[src/rtl/down_counter_timer.sv]
// Loadable countdown timer with an internal prescaler and a start/pause/load FSM.
// Optional macro AUTO_RELOAD_EN: reload from the reload register instead of stopping at zero.
module down_counter_timer #(
  parameter logic [28:0] DIVISOR = 29'd200000000,
  parameter int unsigned WIDTH   = 4
) (
  input  logic             clock_in,
  input  logic             reset,
  input  logic             load,
  input  logic [WIDTH-1:0] load_value,
  input  logic             start,
  input  logic             pause,
  output logic [WIDTH-1:0] counter_out,
  output logic             tick_out,
  output logic             busy,
  output logic             done
);

  typedef enum logic [1:0] {
    S_IDLE   = 2'd0,
    S_RUN    = 2'd1,
    S_PAUSED = 2'd2,
    S_DONE   = 2'd3
  } state_t;

  localparam logic [28:0]      PRESC_MAX = DIVISOR - 29'd1;
  localparam logic [WIDTH-1:0] CNT_ZERO  = {WIDTH{1'b0}};
  localparam logic [WIDTH-1:0] CNT_ONE   = WIDTH'(1);

  state_t           r_state;
  state_t           w_state_nxt;
  logic [28:0]      r_presc;
  logic [28:0]      w_presc_nxt;
  logic [WIDTH-1:0] r_count;
  logic [WIDTH-1:0] w_count_nxt;
  logic [WIDTH-1:0] r_reload;
  logic [WIDTH-1:0] w_reload_nxt;
  logic             r_tick;
  logic             r_busy;
  logic             r_done;
  logic             w_tick_nxt;
  logic             w_done_pulse;
  logic             w_wrap;
  logic             w_busy_nxt;
  logic             w_done_nxt;

  assign w_wrap = (r_presc == PRESC_MAX);

  // Next-state, prescaler, count and reload decode; load overrides everything but reset.
  always_comb begin
    w_state_nxt  = r_state;
    w_presc_nxt  = r_presc;
    w_count_nxt  = r_count;
    w_reload_nxt = r_reload;
    w_tick_nxt   = 1'b0;
    w_done_pulse = 1'b0;
    if (load) begin
      w_count_nxt  = load_value;
      w_reload_nxt = load_value;
      w_presc_nxt  = 29'd0;
      w_state_nxt  = S_IDLE;
    end else begin
      case (r_state)
        S_IDLE: begin
          if (start) begin
            w_presc_nxt = 29'd0;
            if (r_count != CNT_ZERO) begin
              w_state_nxt = S_RUN;
            end else begin
              w_state_nxt = S_DONE;
            end
          end else begin
            w_state_nxt = S_IDLE;
          end
        end
        S_RUN: begin
          // A pause on a tick edge still takes the decrement; reaching zero beats pausing.
          if (w_wrap) begin
            w_presc_nxt = 29'd0;
            w_tick_nxt  = 1'b1;
            if (r_count == CNT_ONE) begin
`ifdef AUTO_RELOAD_EN
              if (r_reload != CNT_ZERO) begin
                w_count_nxt  = r_reload;
                w_done_pulse = 1'b1;
                w_state_nxt  = pause ? S_PAUSED : S_RUN;
              end else begin
                w_count_nxt = CNT_ZERO;
                w_state_nxt = S_DONE;
              end
`else
              w_count_nxt = CNT_ZERO;
              w_state_nxt = S_DONE;
`endif
            end else if (r_count == CNT_ZERO) begin
              w_count_nxt = CNT_ZERO;
              w_state_nxt = S_DONE;
            end else begin
              w_count_nxt = r_count - CNT_ONE;
              w_state_nxt = pause ? S_PAUSED : S_RUN;
            end
          end else begin
            w_presc_nxt = r_presc + 29'd1;
            w_state_nxt = pause ? S_PAUSED : S_RUN;
          end
        end
        S_PAUSED: begin
          if (start) begin
            w_state_nxt = S_RUN;
          end else begin
            w_state_nxt = S_PAUSED;
          end
        end
        S_DONE: begin
          w_count_nxt = CNT_ZERO;
          if (start && (r_reload != CNT_ZERO)) begin
            w_count_nxt = r_reload;
            w_presc_nxt = 29'd0;
            w_state_nxt = S_RUN;
          end else begin
            w_state_nxt = S_DONE;
          end
        end
        default: begin
          w_count_nxt = CNT_ZERO;
          w_presc_nxt = 29'd0;
          w_state_nxt = S_IDLE;
        end
      endcase
    end
  end

  // Status outputs decoded from the upcoming state so they change on the same edge.
  always_comb begin
    w_busy_nxt = (w_state_nxt == S_RUN) || (w_state_nxt == S_PAUSED);
    w_done_nxt = (w_state_nxt == S_DONE) || w_done_pulse;
  end

  // State and datapath registers with synchronous reset.
  always_ff @(posedge clock_in) begin
    if (reset) begin
      r_state  <= S_IDLE;
      r_presc  <= 29'd0;
      r_count  <= CNT_ZERO;
      r_reload <= CNT_ZERO;
      r_tick   <= 1'b0;
      r_busy   <= 1'b0;
      r_done   <= 1'b0;
    end else begin
      r_state  <= w_state_nxt;
      r_presc  <= w_presc_nxt;
      r_count  <= w_count_nxt;
      r_reload <= w_reload_nxt;
      r_tick   <= w_tick_nxt;
      r_busy   <= w_busy_nxt;
      r_done   <= w_done_nxt;
    end
  end

  assign counter_out = r_count;
  assign tick_out    = r_tick;
  assign busy        = r_busy;
  assign done        = r_done;

endmodule
[config.mk]
export PLATFORM = sky130hd
export DESIGN_NAME = down_counter_timer
export DESIGN_NICKNAME = d
export VERILOG_FILES = /design/src/rtl/down_counter_timer.sv
export SDC_FILE = /design/constraint.sdc
export NUM_CORES = 1
export LEC_CHECK = 0
export BUFFER_PORTS_ARGS = -buffer_cell sky130_fd_sc_hd__buf_2
export CAP_MARGIN = 40
export CORE_UTILIZATION = 50
export DETAILED_ROUTE_END_ITERATION = 7
export GPL_ROUTABILITY_DRIVEN = 0
export PLACE_DENSITY = 0.69
export SYNTH_ARGS = -nofsm -noshare
export SYNTH_HDL_FRONTEND = slang
export SYNTH_SLANG_ARGS = --single-unit
[constraint.sdc]
create_clock -name clock_in -period 3.9 [get_ports clock_in]
set_input_delay 0.78 -clock clock_in [delete_from_list [all_inputs] [get_ports clock_in]]
set_output_delay 0.78 -clock clock_in [all_outputs]
set_load 0.02 [all_outputs]
Word-level counts from Yosys, hierarchy flattened:

Cells that the tools add are included.

* input bits: 9
* flip-flop bits (word level): 42
* logic and storage cells: 54
* output and inout port bits: 7

* reduce and logical (&&, ||, !) cells: 12
* mux-type cells: 21
* add/subtract/negate cells: 2
* bitwise gates (word level): 1
* eq/ne operators: 11

Operator list (count)
* two-way mux 29 bit: 3
* case mux 29 bit (3 select lines): 1
* adder 29 x 1 -> 29 bit, second input constant: 1
* equality test 29 x 28 -> 1 bit, second input constant: 1
* two-way mux 4 bit: 5
* two-way mux 2 bit: 9
* equality test 2 bit, second input constant: 4
* case mux 2 bit (4 select lines): 1
* case mux 4 bit (2 select lines): 1
* nonzero test 4 bit: 2
* nonzero test 3 bit: 2
* equality test 2 x 1 -> 1 bit, second input constant: 2
* equality test 4 x 1 -> 1 bit, second input constant: 1
* zero test 4 bit: 1
* != test 2 bit, second input constant: 2
* subtractor 4 x 1 -> 4 bit, second input constant: 1
* != test 3 bit, second input constant: 1
* AND reduction 3 bit: 1
* OR reduction 3 bit: 1
* zero test 2 bit: 1
* AND reduction 2 bit: 1
* OR reduction 2 bit: 1
* logical AND 1 bit: 1
* logical OR 1 bit: 1
* other kinds (2): 2

Logic depth before layout (Yosys ltp):

Gate-level depths: netlist of run 1.

* word-level depth: 8
* mapped depth: 9
* depth with buffers taken out: 9

Least setup slack after synthesis of run 1:

Ideal clock, no wire load.

* path kind: register -> register
* start: register r_presc[0]
* end: register r_busy (netlist: busy)
* buffers on the path: 0
* slack: 1.816 ns
* stages on the path, launching flop included: 9
* library setup time: 0.128 ns
* required time: 3.772 ns
* period minus slack after synthesis: 2.084 ns
* arrival time: 1.956 ns
* cells stage by stage: dfxtp_1 -> ha_1 -> nand4_1 -> or4_4 -> nor3_1 -> nor2_1 -> nor3_1 -> ha_1 -> nor2b_1

* word-level cells in the longest chain between the ends: 6
* elaborated cells on any way between the ends: 7
* those cells by class: 3 x eq/ne; 3 x mux; 1 x reduce/logical

Ends and longest elaborated chain
* start, declared: line 32 `logic [28:0] r_presc;`
* start signal, assigned: line 151 `r_presc <= w_presc_nxt;`
* equality test 29 x 28 -> 1 bit *: line 47 `assign w_wrap = (r_presc == PRESC_MAX);`
* two-way mux 2 bit *: line 78 `if (w_wrap) begin`
* case mux 2 bit (4 select lines) *: line 63 `case (r_state)`
* two-way mux 2 bit *: line 57 `if (load) begin`
* net w_state_nxt[0]: line 31 `state_t w_state_nxt;`
* equality test 2 x 1 -> 1 bit / equality test 2 bit (equally long branches): line 135 `w_busy_nxt = (w_state_nxt == S_RUN) || (w_state_nxt == S_PAUSED);`
* logical OR 1 bit *: line 135
* net w_busy_nxt: line 44 `logic w_busy_nxt;`
* end signal, assigned: line 155 `r_busy <= w_busy_nxt;`
* end, declared: line 39 `logic r_busy;`

The timed path passes the listed nets; every way through them passes the cells marked *.
A chain may end at the register's enable or synchronous reset.

Worst setup path in the final report of run 1:

Ends and elaborated chain as after synthesis.

==> run summary, run 1 <==
first-pass GRT wire length = 8576 um
antenna diode count = 0
Starting Density = 0.5244
Post-synth EDFFs = 0
Root Driver = clkbuf_8
register area share after synthesis = 0.3632
clk_lat worst skew = 290 ps
Crit-path slowest cell = or4_4
Antenna Nets Post-Route = 0
Worst Skew = 7.659 ps
element type at the critical path end = register
Peak VDD IR = 0.1897 mV
Hold Vio Cnt, Final = 0
grt ovf = 0
Pwr per Cell Area = 330.9 nW/um^2
footprint of the multi-input gates = 1373 um^2
synthesized cell area = 2315 um^2
crit-path cells = ha_1, nand4_1, or4_4, nor3_1, nor2_1, nor3_1, ha_1, nor2b_1
asr flop ratio synth = 0
H-Tree Depth = 2
Post-Syn Instances = 272
final setup TNS = 0 ps
Synth Register Bits = 42
startpoint types = register
Setup CP Type = reg -> reg
CP Data Arrival Time = 2540 ps
Non-Filler Instances = 336
slowest stage delay, CP = 470 ps
Die Wd = 70.04 um
Pleak = 0.8057 nW
Filler cells = 412
fraction of layout cells with a size suffix above 1 = 0.1444
final wirelength = 4876 um
Worst Path Required = 4080 ps
HP Class = reg -> reg
1st-iter DRT viols = 88
DP HPWL = 3522 um
Die H = 70.04 um
setup bufs post-CTS = 0
M3 GR Usage = 0.05195
number of clock sinks = 42
nets = 296
sequential cell area = 840.8 um^2
Synth Flop Type = dfxtp_1
vias post-DR = 1,954
cts hold-fix bufs = 0
initial antenna violation count = 0
outcome = finished, final reports clean
fin crit period = 2358 ps
Slew headroom = 0.5228
DRC viols = 0
clock transition at the registers of the reported paths = 80 ps
Yosys cell types = 52
worst-case clock buffer depth = 2
dpl cells = 328
drt first pass iters = 5
met2 usage = 0.3579
die footprint = 4906 um^2
Worst R2R Setup Slack = 1540 ps
core area = 4414 um^2
syn_nets = 285
pin count of the biggest net entering global routing = 24
final setup fails = 0
Rows = 24
delay-heaviest family, CP = simple AND/OR/NAND/NOR gates
Tcrit/Tclk final = 0.6046
number of buffers added on ports = 15
M1 GR Usage = 0.2739
I/O pins = 16
Via density = 5.815
post-synthesis average cell area = 8.510 um^2
Worst Tran Pin Value = 715.8 ps
CP Buf/Inv Count = 0
CTS tree = done
Critical Path Fanout Max = 6
gr usage total = 0.2144
GRT busiest layer = met2
routed len/inst = 14.51 um
Synth Warn # = 0
Tot Pwr = 0.8281 mW
RSZ-0062 raised after global routing = no
max-cap violations = 0
Area Overhead vs Synth = 8.108%
Slew Limit Fails = 0
FMAX = 0.4241 GHz
# resized after CTS = 0
number of global-route vias before repair = 1,882
TritonCTS Buffers = 5
[where the power goes]
| part | internal (mW) | leakage, nW | switching [mW] |
|---|---|---|---|
| logic | 0.0376 | 0.418 | 0.0551 |
| clock network | 0.142 | 0.0472 | 0.146 |
| registers | 0.437 | 0.340 | 0.00963 |
[through the flow]
stage               hold WS [ps]  utilization  instance area (um^2)  setup slack [ps]
floorplan                  470.0            -                  2315              1816
global route               554.0       0.5669                  2502              1304
global placement           500.0       0.5391                  2380              1290
finish                     509.9       0.5669                  2502              1542
CTS                        510.7       0.5669                  2502              1558
detailed placement         497.4       0.5454                  2407              1280
[Yosys cell counts (all sizes together), types with 3 or more instances]
| master | number | share of area |
|---|---|---|
| a21oi | 8 | 0.019 |
| a222oi | 3 | 0.013 |
| and2 | 3 | 0.0081 |
| and3 | 6 | 0.017 |
| buf | 8 | 0.026 |
| clkbuf | 5 | 0.0092 |
| dfxtp | 42 | 0.36 |
| ha | 4 | 0.022 |
| inv | 5 | 0.0081 |
| mux2 | 4 | 0.019 |
| mux2i | 4 | 0.017 |
| nand2 | 15 | 0.024 |
| nand3 | 14 | 0.032 |
| nand4 | 16 | 0.043 |
| nor2 | 42 | 0.068 |
| nor2b | 6 | 0.016 |
| nor3 | 5 | 0.011 |
| nor4 | 14 | 0.038 |
| nor4b | 5 | 0.022 |
| o21ai | 5 | 0.016 |
| or2 | 3 | 0.0081 |
| or4 | 3 | 0.013 |
| xnor2 | 16 | 0.061 |
| xor2 | 8 | 0.030 |
[final timing paths]
check,startpoint,to,cells past startpoint
max,r_presc[0]$_SDFFE_PP0P_,busy$_SDFF_PP0_,8
min,r_presc[1]$_SDFFE_PP0P_,r_presc[1]$_SDFFE_PP0P_,2
max reg2reg,r_presc[0]$_SDFFE_PP0P_,busy$_SDFF_PP0_,8
min reg2reg,r_presc[1]$_SDFFE_PP0P_,r_presc[1]$_SDFFE_PP0P_,2
[flip-flops by register name (all words and copies together) (netlist names)]
signal	count
r_state	2
done	1
busy	1
r_presc	29
counter_out	4
r_reload	4
tick_out	1
[cell type report]
type                            count  area share
Timing Repair Buffer               17     0.04400
Tap cell                           52     0.02600
Clock inverter                      2    0.005000
Sequential cell                    42      0.3360
Inverter                            5    0.007500
Multi-Input combinational cell    212      0.5485
Clock buffer                        6     0.03300
[cells by family after synthesis]
kind of cell / synth area share
AND/OR/NAND/NOR: 0.3508
flip-flops: 0.3632
AO/OA/AOI/OAI: 0.09297
XOR/XNOR: 0.09081
buffers and inverters: 0.04378
multiplexers: 0.03676
adder cells (fa/ha/maj): 0.02162
[worst min-delay path: stages (launching register included)]
cell and delay (ps):
dfxtp_1 350, nand2_1 70, a21oi_1 50
[routing by layer]
metal,share of wire,up-vias
li1,-,1009
met1,0.49,923
met2,0.48,17
met3,0.026,5
met4,0.0082,0
met5,0,-
[placed cells by master, fill, tap and decap left out, types with 6 or more instances in the layout]
master / count
xnor2_1: 16
nand3_1: 13
buf_2: 15
nor2_1: 42
a21oi_1: 7
nand2_1: 15
nor2b_1: 6
nand4_1: 16
dfxtp_1: 42
nor4_1: 14
clkbuf_8: 6
xor2_1: 8
(Power assumes the default switching activity.)
==> run 2: changes to the inputs <==
- clock period: 3.9 -> 2.33 ns (I/O delays scaled with it)
==> run 2 against run 1 <==
  * Global-route usage rose by 0.61 points
  * Count of clock-buffer cells in the layout stayed put
  * Critical path type unchanged
  * Utilization increased by 0.91 points
==> run summary, run 2 (synthesis results as in run 1) <==
outcome = finished, final reports clean (unchanged)
DP HPWL = 3587 um (was 3522 um)
HP Class = in -> reg (was reg -> reg)
element type at the critical path end = register (unchanged)
clk_lat worst skew = 310 ps (was 290 ps)
Slew headroom = 0.6228 (was 0.5228)
Pleak = 0.8376 nW (was 0.8057 nW)
gr usage total = 0.2205 (was 0.2144)
Final Util = 0.5760 (was 0.5669)
DRC viols = 0 (unchanged)
nets = 304 (was 296)
Peak VDD IR = 0.3844 mV (was 0.1897 mV)
Tcrit/Tclk final = 0.9309 (was 0.6046)
number of clock sinks = 42 (unchanged)
Via density = 5.778 (was 5.815)
1st-iter DRT viols = 92 (was 88)
delay-heaviest family, CP = simple AND/OR/NAND/NOR gates (unchanged)
clock transition at the registers of the reported paths = 70 ps (was 80 ps)
antenna diode count = 0 (unchanged)
CP Buf/Inv Count = 0 (unchanged)
initial antenna violation count = 0 (unchanged)
Starting Density = 0.5244 (unchanged)
TritonCTS Buffers = 5 (unchanged)
Worst Tran Pin Value = 560.7 ps (was 715.8 ps)
startpoint types = register (unchanged)
Rows = 24 (unchanged)
final wirelength = 4901 um (was 4876 um)
pin count of the biggest net entering global routing = 21 (was 24)
H-Tree Depth = 2 (unchanged)
Hold Vio Cnt, Final = 0 (unchanged)
Die H = 70.04 um (unchanged)
number of global-route vias before repair = 1,834 (was 1,882)
# resized after CTS = 0 (unchanged)
Non-Filler Instances = 342 (was 336)
Antenna Nets Post-Route = 0 (unchanged)
Tot Pwr = 1.376 mW (was 0.8281 mW)
most frequent cells in the layout = nor2_1 (42), dfxtp_1 (42), nand4_1 (16), xnor2_1 (16) (unchanged)
I/O pins = 16 (unchanged)
first-pass GRT wire length = 8507 um (was 8576 um)
Die Wd = 70.04 um (unchanged)
Area Overhead vs Synth = 9.838% (was 8.108%)
Setup CP Type = reg -> reg (unchanged)
Critical Path Fanout Max = 5 (was 6)
die footprint = 4906 um^2 (unchanged)
FMAX = 0.4611 GHz (was 0.4241 GHz)
crit-path cells = nand4_1, or4_4, nor3_1, nor2_1, nor3_1, ha_1, nor2b_1 (was ha_1, nand4_1, or4_4, nor3_1, nor2_1, nor3_1, ha_1, nor2b_1)
CP most frequent cell = nor3_1
max reg flops = 29 (unchanged)
Worst Skew = 4.507 ps (was 7.659 ps)
final setup TNS = 0 ps (unchanged)
largest register by flop count = r_presc (unchanged)
Worst Path Required = 2520 ps (was 4080 ps)
final setup fails = 0 (unchanged)
Slew Limit Fails = 0 (unchanged)
grt ovf = 0 (unchanged)
Root Driver = clkbuf_8 (unchanged)
slowest stage delay, CP = 600 ps (was 470 ps)
vias post-DR = 1,976 (was 1,954)
Pwr per Cell Area = 541.3 nW/um^2 (was 330.9 nW/um^2)
footprint of the multi-input gates = 1373 um^2 (unchanged)
sequential cell area = 840.8 um^2 (unchanged)
routed len/inst = 14.33 um (was 14.51 um)
max-cap violations = 0 (unchanged)
CP Data Arrival Time = 2360 ps (was 2540 ps)
fin crit period = 2169 ps (was 2358 ps)
dpl cells = 336 (was 328)
setup bufs post-CTS = 0 (unchanged)
worst-case clock buffer depth = 2 (unchanged)
CTS tree = done (unchanged)
number of buffers added on ports = 15 (unchanged)
Filler cells = 418 (was 412)
core area = 4414 um^2 (unchanged)
Crit-path slowest cell = or4_4 (unchanged)
cts hold-fix bufs = 0 (unchanged)
fraction of layout cells with a size suffix above 1 = 0.1621 (was 0.1444)
RSZ-0062 raised after global routing = no (unchanged)
drt first pass iters = 7 (was 5)
==> run 2: cell count changes in the layout (fill, tap and decap cells not counted) <==
cell / delta
buf_12: +1
buf_4: +8
clkinvlp_4: -1
buf_16: -1
clkinv_2: -1
==> run 2: cell type report <==
cell class / count / area share
multi-input cells: 212 / 0.5399
flip-flops and latches: 42 / 0.3307
repair buffers: 25 / 0.06398
clock buffers: 6 / 0.03248
well taps: 52 / 0.02559
inverters: 5 / 0.007382
==> run 2: final timing paths <==
kind | depth (start not counted) | to | slack, ps | startpoint
setup / recovery | 7 | busy$_SDFF_PP0_ | 160 | r_presc[23]$_SDFFE_PP0P_
hold / removal | 3 | r_reload[2]$_SDFFE_PP0P_ | 420 | load_value[2]
setup reg to reg | 7 | busy$_SDFF_PP0_ | 160 | r_presc[23]$_SDFFE_PP0P_
hold reg to reg | 2 | r_presc[1]$_SDFFE_PP0P_ | 500 | r_presc[1]$_SDFFE_PP0P_
==> run 2: tightest hold or removal path: stages <==
cell	delay, ps
buf_2	90
mux2i_1	60
nor2_1	80
==> run 2: power by group <==
| part | internal [mW] | leakage (nW) | switching, mW |
|---|---|---|---|
| Sequential | 0.732 | 0.340 | 0.0169 |
| Combinational | 0.0651 | 0.454 | 0.0947 |
| Clock | 0.228 | 0.0431 | 0.239 |
==> run 2: through the flow <==
stage          hold slack (ps)  worst slack [ps]  cell area [um^2]
2_1_floorplan            470.0             246.3              2315
4_1_cts                  410.3             168.9              2542
3_3_place_gp             485.3             227.3              2460
5_1_grt                  444.9             7.343              2542
3_5_place_dp             493.2             177.8              2460
6_report                 415.3             161.1              2542
==> run 2: routing by layer <==
metal	wire length [um]	vias up	global-route usage
li1	-	1028	-
met1	2487	900	0.3045
met2	2049	40	0.3280
met3	263	8	0.04762
met4	101	0	0.1000
met5	0	-	0
